[src/rtl/pc_unit_if.sv]
// pc_unit_if: request/response bundle between the IF-stage control and pc_unit.
// Latency: n/a (wires only). Backpressure: stall_i holds the PC; there is no ready/credit path.
// Requests (master -> slave): stall_i, br_valid_i/br_target_i, exc_i/exc_epc_i, eret_i.
// Responses (slave -> master): pc_o, npc_o, epc_o, in_handler_o, redirect_pend_o, adel_o.
interface pc_unit_if #(
  parameter int WIDTH = 32
);
  logic             stall_i;
  logic             br_valid_i;
  logic [WIDTH-1:0] br_target_i;
  logic             exc_i;
  logic [WIDTH-1:0] exc_epc_i;
  logic             eret_i;

  logic [WIDTH-1:0] pc_o;
  logic [WIDTH-1:0] npc_o;
  logic [WIDTH-1:0] epc_o;
  logic             in_handler_o;
  logic             redirect_pend_o;
  logic             adel_o;

  // Pipeline control side: issues requests, observes the fetch PC.
  modport master (
    output stall_i, br_valid_i, br_target_i, exc_i, exc_epc_i, eret_i,
    input  pc_o, npc_o, epc_o, in_handler_o, redirect_pend_o, adel_o
  );

  // pc_unit side.
  modport slave (
    input  stall_i, br_valid_i, br_target_i, exc_i, exc_epc_i, eret_i,
    output pc_o, npc_o, epc_o, in_handler_o, redirect_pend_o, adel_o
  );
endinterface

[src/rtl/pc_unit.sv]
// pc_unit: IF-stage program counter with stall, buffered redirect, exception entry and eret.
// Latency: every request lands on the next rising edge; npc_o/adel_o are combinational from pc_o.
// Backpressure: stall_i holds pc; a redirect arriving while stalled is buffered until release.
//
// Ports: clk (rising edge), reset (synchronous, active-low), bus (pc_unit_if.slave).
// Optional macro PC_ADEL_EN: when defined, adel_o flags a misaligned or out-of-text fetch
// address; when undefined, adel_o is tied low and TEXT_LO/TEXT_HI are unused.
module pc_unit #(
  parameter int               WIDTH    = 32,
  parameter logic [WIDTH-1:0] RESET_PC = WIDTH'(32'h0000_3000),
  parameter logic [WIDTH-1:0] EXC_PC   = WIDTH'(32'h0000_4180),
  parameter logic [WIDTH-1:0] TEXT_LO  = WIDTH'(32'h0000_3000),
  parameter logic [WIDTH-1:0] TEXT_HI  = WIDTH'(32'h0000_6FFC)
) (
  input logic         clk,
  input logic         reset,
  pc_unit_if.slave    bus
);

  typedef enum logic {
    RUN     = 1'b0,
    HANDLER = 1'b1
  } mode_t;

  mode_t            state, state_nxt;
  logic [WIDTH-1:0] pc, pc_nxt;
  logic [WIDTH-1:0] epc, epc_nxt;
  logic             pend_valid, pend_valid_nxt;
  logic [WIDTH-1:0] pend_target, pend_target_nxt;
  logic [WIDTH-1:0] pc_plus4;

  // Wraps modulo 2^WIDTH by construction.
  assign pc_plus4 = pc + WIDTH'(4);

  always_ff @(posedge clk) begin
    if (!reset) begin
      state       <= RUN;
      pc          <= RESET_PC;
      epc         <= '0;
      pend_valid  <= 1'b0;
      pend_target <= '0;
    end else begin
      state       <= state_nxt;
      pc          <= pc_nxt;
      epc         <= epc_nxt;
      pend_valid  <= pend_valid_nxt;
      pend_target <= pend_target_nxt;
    end
  end

  // Priority chain: exception entry, eret, stall, fresh redirect, buffered redirect, +4.
  // Exception and eret ignore stall; an exception while already in the handler (or an
  // eret outside it) is dropped and the cycle continues down the chain.
  always_comb begin
    state_nxt       = state;
    pc_nxt          = pc_plus4;
    epc_nxt         = epc;
    pend_valid_nxt  = pend_valid;
    pend_target_nxt = pend_target;

    if (bus.exc_i && state == RUN) begin
      state_nxt      = HANDLER;
      pc_nxt         = EXC_PC;
      epc_nxt        = bus.exc_epc_i;
      pend_valid_nxt = 1'b0;
    end else if (bus.eret_i && state == HANDLER) begin
      state_nxt      = RUN;
      pc_nxt         = epc;
      pend_valid_nxt = 1'b0;
    end else if (bus.stall_i) begin
      pc_nxt = pc;
      // Newest redirect seen during the stall wins.
      if (bus.br_valid_i) begin
        pend_valid_nxt  = 1'b1;
        pend_target_nxt = bus.br_target_i;
      end
    end else if (bus.br_valid_i) begin
      pc_nxt         = bus.br_target_i;
      pend_valid_nxt = 1'b0;
    end else if (pend_valid) begin
      pc_nxt         = pend_target;
      pend_valid_nxt = 1'b0;
    end
  end

  assign bus.pc_o            = pc;
  assign bus.npc_o           = pc_plus4;
  assign bus.epc_o           = epc;
  assign bus.in_handler_o    = (state == HANDLER);
  assign bus.redirect_pend_o = pend_valid;

`ifdef PC_ADEL_EN
  assign bus.adel_o = (pc[1:0] != 2'b00) || (pc < TEXT_LO) || (pc > TEXT_HI);
`else
  logic unused_text_bounds;
  assign unused_text_bounds = ^{TEXT_LO, TEXT_HI};
  assign bus.adel_o         = 1'b0;
`endif

endmodule

[src/flat_wrapper.sv]
// flat-port wrapper written by rule: the top's interface ports become plain ports
module pc_unit_flat 
#(
  parameter int               WIDTH    = 32,
  parameter logic [WIDTH-1:0] RESET_PC = WIDTH'(32'h0000_3000),
  parameter logic [WIDTH-1:0] EXC_PC   = WIDTH'(32'h0000_4180),
  parameter logic [WIDTH-1:0] TEXT_LO  = WIDTH'(32'h0000_3000),
  parameter logic [WIDTH-1:0] TEXT_HI  = WIDTH'(32'h0000_6FFC)
)
  (clk, reset, bus_stall_i, bus_br_valid_i, bus_br_target_i, bus_exc_i, bus_exc_epc_i, bus_eret_i, bus_pc_o, bus_npc_o, bus_epc_o, bus_in_handler_o, bus_redirect_pend_o, bus_adel_o);
  pc_unit_if #(.WIDTH(WIDTH)) bus_i ();
  input logic clk;
  input logic reset;
  input wire logic [$bits(bus_i.stall_i)-1:0] bus_stall_i;
  input wire logic [$bits(bus_i.br_valid_i)-1:0] bus_br_valid_i;
  input wire logic [$bits(bus_i.br_target_i)-1:0] bus_br_target_i;
  input wire logic [$bits(bus_i.exc_i)-1:0] bus_exc_i;
  input wire logic [$bits(bus_i.exc_epc_i)-1:0] bus_exc_epc_i;
  input wire logic [$bits(bus_i.eret_i)-1:0] bus_eret_i;
  output wire logic [$bits(bus_i.pc_o)-1:0] bus_pc_o;
  output wire logic [$bits(bus_i.npc_o)-1:0] bus_npc_o;
  output wire logic [$bits(bus_i.epc_o)-1:0] bus_epc_o;
  output wire logic [$bits(bus_i.in_handler_o)-1:0] bus_in_handler_o;
  output wire logic [$bits(bus_i.redirect_pend_o)-1:0] bus_redirect_pend_o;
  output wire logic [$bits(bus_i.adel_o)-1:0] bus_adel_o;
  assign bus_i.stall_i = bus_stall_i;
  assign bus_i.br_valid_i = bus_br_valid_i;
  assign bus_i.br_target_i = bus_br_target_i;
  assign bus_i.exc_i = bus_exc_i;
  assign bus_i.exc_epc_i = bus_exc_epc_i;
  assign bus_i.eret_i = bus_eret_i;
  assign bus_pc_o = bus_i.pc_o;
  assign bus_npc_o = bus_i.npc_o;
  assign bus_epc_o = bus_i.epc_o;
  assign bus_in_handler_o = bus_i.in_handler_o;
  assign bus_redirect_pend_o = bus_i.redirect_pend_o;
  assign bus_adel_o = bus_i.adel_o;
  pc_unit #(.WIDTH(WIDTH), .RESET_PC(RESET_PC), .EXC_PC(EXC_PC), .TEXT_LO(TEXT_LO), .TEXT_HI(TEXT_HI)) u_core (.clk(clk), .reset(reset), .bus(bus_i));
endmodule
[config.mk]
export PLATFORM = sky130hd
export DESIGN_NAME = pc_unit_flat
export DESIGN_NICKNAME = d
export VERILOG_FILES = /design/src/rtl/pc_unit_if.sv /design/src/rtl/pc_unit.sv /design/src/flat_wrapper.sv
export SDC_FILE = /design/constraint.sdc
export NUM_CORES = 1
export LEC_CHECK = 0
export ABC_AREA = 1
export ABC_CLOCK_PERIOD_IN_PS = 1800
export CORE_ASPECT_RATIO = 2
export CORE_UTILIZATION = 25
export DETAILED_ROUTE_END_ITERATION = 10
export PLACE_DENSITY = 0.51
export SLEW_MARGIN = 20
export SYNTH_ARGS = -nofsm -noshare
export SYNTH_HDL_FRONTEND = slang
export SYNTH_SLANG_ARGS = --single-unit
[constraint.sdc]
create_clock -name clk -period 1.8 [get_ports clk]
set_input_delay 0.18 -clock clk [delete_from_list [all_inputs] [get_ports clk]]
set_output_delay 0.18 -clock clk [all_outputs]
set_load 0.02 [all_outputs]
; ---- Word level (Yosys, flattened, before mapping)
; Index checks and enable logic that the tools add are counted.
[classes]
eq_ne = 2
addsub = 1
n_reduce_logical = 6
bitwise = 5
muxes = 7
[op_table]
columns = op, count
row1 = $mux W32, 4
row2 = $add A32 B3 Y32 const B, 1
row3 = $mux W15, 1
row4 = $not A1 Y1, 5
row5 = $reduce_and A4 Y1, 1
row6 = $reduce_or A4 Y1, 1
row7 = $ne A3 B1 Y1 const B, 1
row8 = $logic_and A1 B1 Y1, 2
row9 = $mux W1, 2
row10 = $ne A2 B1 Y1 const B, 1
row11 = $reduce_bool A2 Y1, 1
row12 = $reduce_or A2 Y1, 1
[totals]
ff_bits = 98
word_cells = 27
input_bits = 70
output_inout_bits = 99

; ---- Longest topological paths before layout
[depth]
word_depth = 6
ltp_mapped = 12
ltp_nobuf = 12

; ---- Least setup slack after synthesis
; OpenSTA, ideal clock, no wires.
[synth_path]
kind = register -> register
from = register u_core.pc[3], in the netlist u_core.bus.pc_o[3]
to = register u_core.pc[12], in the netlist u_core.bus.pc_o[12]
setup_ps = 62
arrival_ps = 1762
required_ps = 1738
path_buffers = 0
path_stages_with_launch = 10
period_less_slack_ps = 1824
setup_slack_ps = -24
cell_sequence = dfxtp_1 > ha_1 > nand2_2 > nor2_4 > nand3_2 > xnor2_1 > nand2_1 > nand2_1 > nand2_1 > nand3_1
[synth_via]
elab_chain_len = 6
[synth_lines]
columns = element, line_no
row1 = start: declaration, pc_unit.sv:26  ; logic [WIDTH-1:0] pc, pc_nxt;
row2 = start signal: assignment, pc_unit.sv:44  ; pc <= pc_nxt;
row3 = $add A32 B3 Y32, pc_unit.sv:33  ; assign pc_plus4 = pc + WIDTH'(4);
row4 = net bus_npc_o[12], flat_wrapper.sv:21  ; output wire logic [$bits(bus_i.npc_o)-1:0] bus_npc_o;
row5 = $mux W32, pc_unit.sv:80  ; end else if (pend_valid) begin
row6 = $mux W32, pc_unit.sv:77  ; end else if (bus.br_valid_i) begin
row7 = $mux W32, pc_unit.sv:70  ; end else if (bus.stall_i) begin
row8 = $mux W32, pc_unit.sv:66  ; end else if (bus.eret_i && state == HANDLER) begin
row9 = $mux W15, pc_unit.sv:61  ; if (bus.exc_i && state == RUN) begin
; The timed path passes the listed nets, and every way through them passes these cells. The select of a mux whose other input is x is not followed.
; A chain may end at the register's enable or synchronous reset.

; ---- Worst setup path after layout
[layout_path]
from = register u_core.pc[3], in the netlist u_core.bus.pc_o[3]
to = output port bus_npc_o[21]
[layout_via]
elab_chain_len = 1
[layout_lines]
columns = element, line_no
row1 = $add A32 B3 Y32, pc_unit.sv:33
row2 = end: declaration, flat_wrapper.sv:21
; No other way between the ends.

==> results.sh <==
export IMPL_p_leak_nw=3.727
export IMPL_yosysWarnings=0
export IMPL_synth_cells=757
export IMPL_fin_crit_ns=1.970
export IMPL_r2r_start="u_core.bus.pc_o[3]"
export IMPL_fin_hold_ws_ns=0.4096
export IMPL_ys_seq_area_frac=0.3834
export IMPL_hold_violations=0
export IMPL_die_h_um=204.3
export IMPL_rows=73
export IMPL_syn_area_per_cell_sq_um=6.760
export IMPL_dieWidth_um=103.2
export IMPL_status="finished with violations"
export IMPL_final_setup_viol_count=22
export IMPL_ir_worst_vdd_mv=0.3789
export IMPL_min_to="u_core.bus.epc_o[24]"
export IMPL_clock_fmax_mhz=507.7
export IMPL_core_area_sq_mm=0.02000
export IMPL_antenna_found_initial=1
export IMPL_ff2ff_setup_slack_ns=-0.01
export IMPL_synthTopCellsByArea="dfxtp_1 38%, nand2_1 18%, a21oi_1 8.2%"
export IMPL_dp_hpwl_um=16820
export IMPL_synth_top_area_cell="dfxtp_1"
export IMPL_worstPathMaxFanout=3
export IMPL_synthDistinctLibCells=39
export IMPL_vias=6044
export IMPL_grt_ovfl_total=0
export IMPL_ioPinCount=169
export IMPL_initial_core_util=0.2558
export IMPL_grt_max_degree=44
export IMPL_via_per_inst=4.621
export IMPL_worstPathRequired_ns=1.62
export IMPL_hp_class="primary input to register"
export IMPL_totalPowerFinal_mw=6.123
export IMPL_synth_seq_cells=98
export IMPL_area_delta_synth_final_pct=74.91
export IMPL_wl_per_cell_um=16.63
export IMPL_clk_latency_ns=0.35
export IMPL_holdPathStages=3
export IMPL_worstSetupPathType="register to output port"
export IMPL_first_pass_iters=5
export IMPL_start_kind="register"
export IMPL_cts_root_buffer="clkbuf_16"
export IMPL_hp_start="bus_exc_epc_i[24]"
export IMPL_drt_initial_drc_count=255
export IMPL_clock_skew_ns=0.006836
export IMPL_drcViolationCount=0
export IMPL_grt_pass1_wl_um=32090
export IMPL_register_area_sq_mm=0.002018
export IMPL_r2r_end="u_core.bus.pc_o[22]"
export IMPL_syn_cell_area_sq_mm=0.005117
export IMPL_drive_gt1_frac=0.3033
export IMPL_violations="negative setup slack"
export IMPL_slew_viol_final=0
export IMPL_finalNetCount=1112
export IMPL_fin_ws_ns=-0.1698
export IMPL_clkSinkCount=98
export IMPL_worstPathArrival_ns=1.79
export IMPL_multi_input_area_sq_mm=0.003148
export IMPL_grt_setup_unrepaired="yes"
export IMPL_drt_total_wl_um=21750
export IMPL_track_usage=0.2085
export IMPL_synth_top_area_frac=0.3834
export IMPL_fin_crit_sh=1.094
export IMPL_io_buffers=167
export IMPL_ant_nets=0
export IMPL_hold_buffers=0
export IMPL_dieArea_sq_mm=0.02108
export IMPL_fill_cells=2019
export IMPL_p_per_area_mw_per_mm2=684.1
export IMPL_cts_max_path_buffers=2
export IMPL_drv_cap=0
export IMPL_clk_transition_reported_paths_ns=0.07
export IMPL_syn_num_nets=828
export IMPL_cp_end_kind="output port"
export IMPL_cts_tree="yes"
export IMPL_ctsHtreeMaxLevel=3
export IMPL_grt_pass1_vias=5865
export IMPL_gp_congestion=0.8938
export IMPL_r2r_worst_path_cells=13
export IMPL_numCtsBuffers=9
-- worst max-delay path: stages (launching register included) --
cell and delay [ns]:
dfxtp_4 0.37, buf_6 0.11, nand2_4 0.05, nor2_4 0.16, nand2_4 0.09, buf_12 0.14
nor2_4 0.13, nand2_1 0.06, nand2_1 0.07, and2_4 0.14, buf_6 0.11
-- cell usage after synthesis (all sizes together) --
cell and instances:
o211ai 1, o221ai 7, ha 1, buf 17, o21ai 60, inv 60
a21oi 84, a31oi 3, nand2 253, a211oi 1, nand3b 4, dfxtp 98
a22o 1, clkinv 2, xor2 7, xnor2 8, a221oi 20, clkbuf 22
nand4 3, nor2 83, a22oi 1, o22ai 1, dlymetal6s2s 1, conb 1
and2 2, nand3 16
-- per-layer routing --
layer / global-route usage / up-vias / routed length, um
met4: 0.1076 / 0 / 1009
met5: 0 / - / 0
met3: 0.02736 / 52 / 815
met2: 0.3776 / 193 / 11600
met1: 0.2298 / 2762 / 8326
li1: - / 3037 / -
-- how the worst max path moves through the flow --
stage | from | to | slack [ns] | depth (start not counted)
3_3_place_gp | u_core.bus.pc_o[11] | bus_npc_o[14] | -0.31 | 7
3_5_place_dp | u_core.bus.pc_o[11] | bus_npc_o[14] | -0.31 | 7
4_1_cts | u_core.bus.pc_o[3] | bus_npc_o[26] | -0.19 | 10
6_report | u_core.bus.pc_o[3] | bus_npc_o[21] | -0.17 | 10
5_1_grt | u_core.bus.pc_o[2] | bus_npc_o[21] | -0.26 | 10
2_1_floorplan | u_core.bus.pc_o[3] | u_core.bus.pc_o[8] | -0.01 | 6
-- area by class of cell --
| type | instances | share of cell area |
|---|---|---|
| tap | 262 | 0.03662 |
| clock inverter | 2 | 0.003914 |
| inverter | 62 | 0.02600 |
| multi-input combinational | 557 | 0.3517 |
| timing repair buffer | 313 | 0.3258 |
| clock buffer | 13 | 0.03019 |
| antenna | 1 | 0.0002796 |
| sequential | 98 | 0.2255 |
-- state kept, by name (all words and copies together) (netlist names), named ones only --
register / flops
u_core.bus.redirect_pend_o: 1
u_core.bus.pc_o: 30
u_core.bus.epc_o: 32
u_core.bus.in_handler_o: 1
u_core.pend_target: 32
-- power by group --
group	total [mW]	switching [mW]	internal, mW
sequential	2.43	0.121	2.31
clock	2.04	0.860	1.18
combinational	1.64	0.844	0.801
-- timing repair --
item | in CTS | in global routing
buffers inserted | 14 | 13
pin swaps | 24 | 35
resized for setup | 215 | 87
endpoints found under the setup margin | 31 | 32
-- logic make-up after synthesis --
group           synth area share
simple gates              0.2941
compound gates            0.1980
buf+inv                  0.09120
flops                     0.3834
xor+xnor                 0.03007
fa+ha+maj               0.002445
other cells            0.0007328
-- metrics by stage --
step           cells  setup WS, ns  cell area (sq um)  utilization  TNS (ns)
6_report        1308       -0.1698               8951       0.4475    -1.878
5_1_grt         1308       -0.2599               8951       0.4475    -3.729
4_1_cts         1298       -0.1939               8597       0.4298    -2.388
3_5_place_dp    1269       -0.3135               7909       0.3954    -5.481
3_3_place_gp    1269       -0.3124               7909       0.3954    -4.800
2_1_floorplan    757      -0.01424               5125            -  -0.01424
-- placed cells by master (no fill, tap or decap), drive strengths merged, types with 2 or more instances in the layout --
master	count
nand2	253
buf	173
clkdlybuf4s50	136
dfxtp	98
a21oi	84
nor2	83
o21ai	60
inv	60
a221oi	20
nand3	16
clkbuf	14
xnor2	8
o221ai	7
xor2	7
nand3b	4
nand4	3
a31oi	3
clkinv	3
and2	2
dlymetal6s2s	2
No activity file was read; power rests on OpenSTA's default activity.
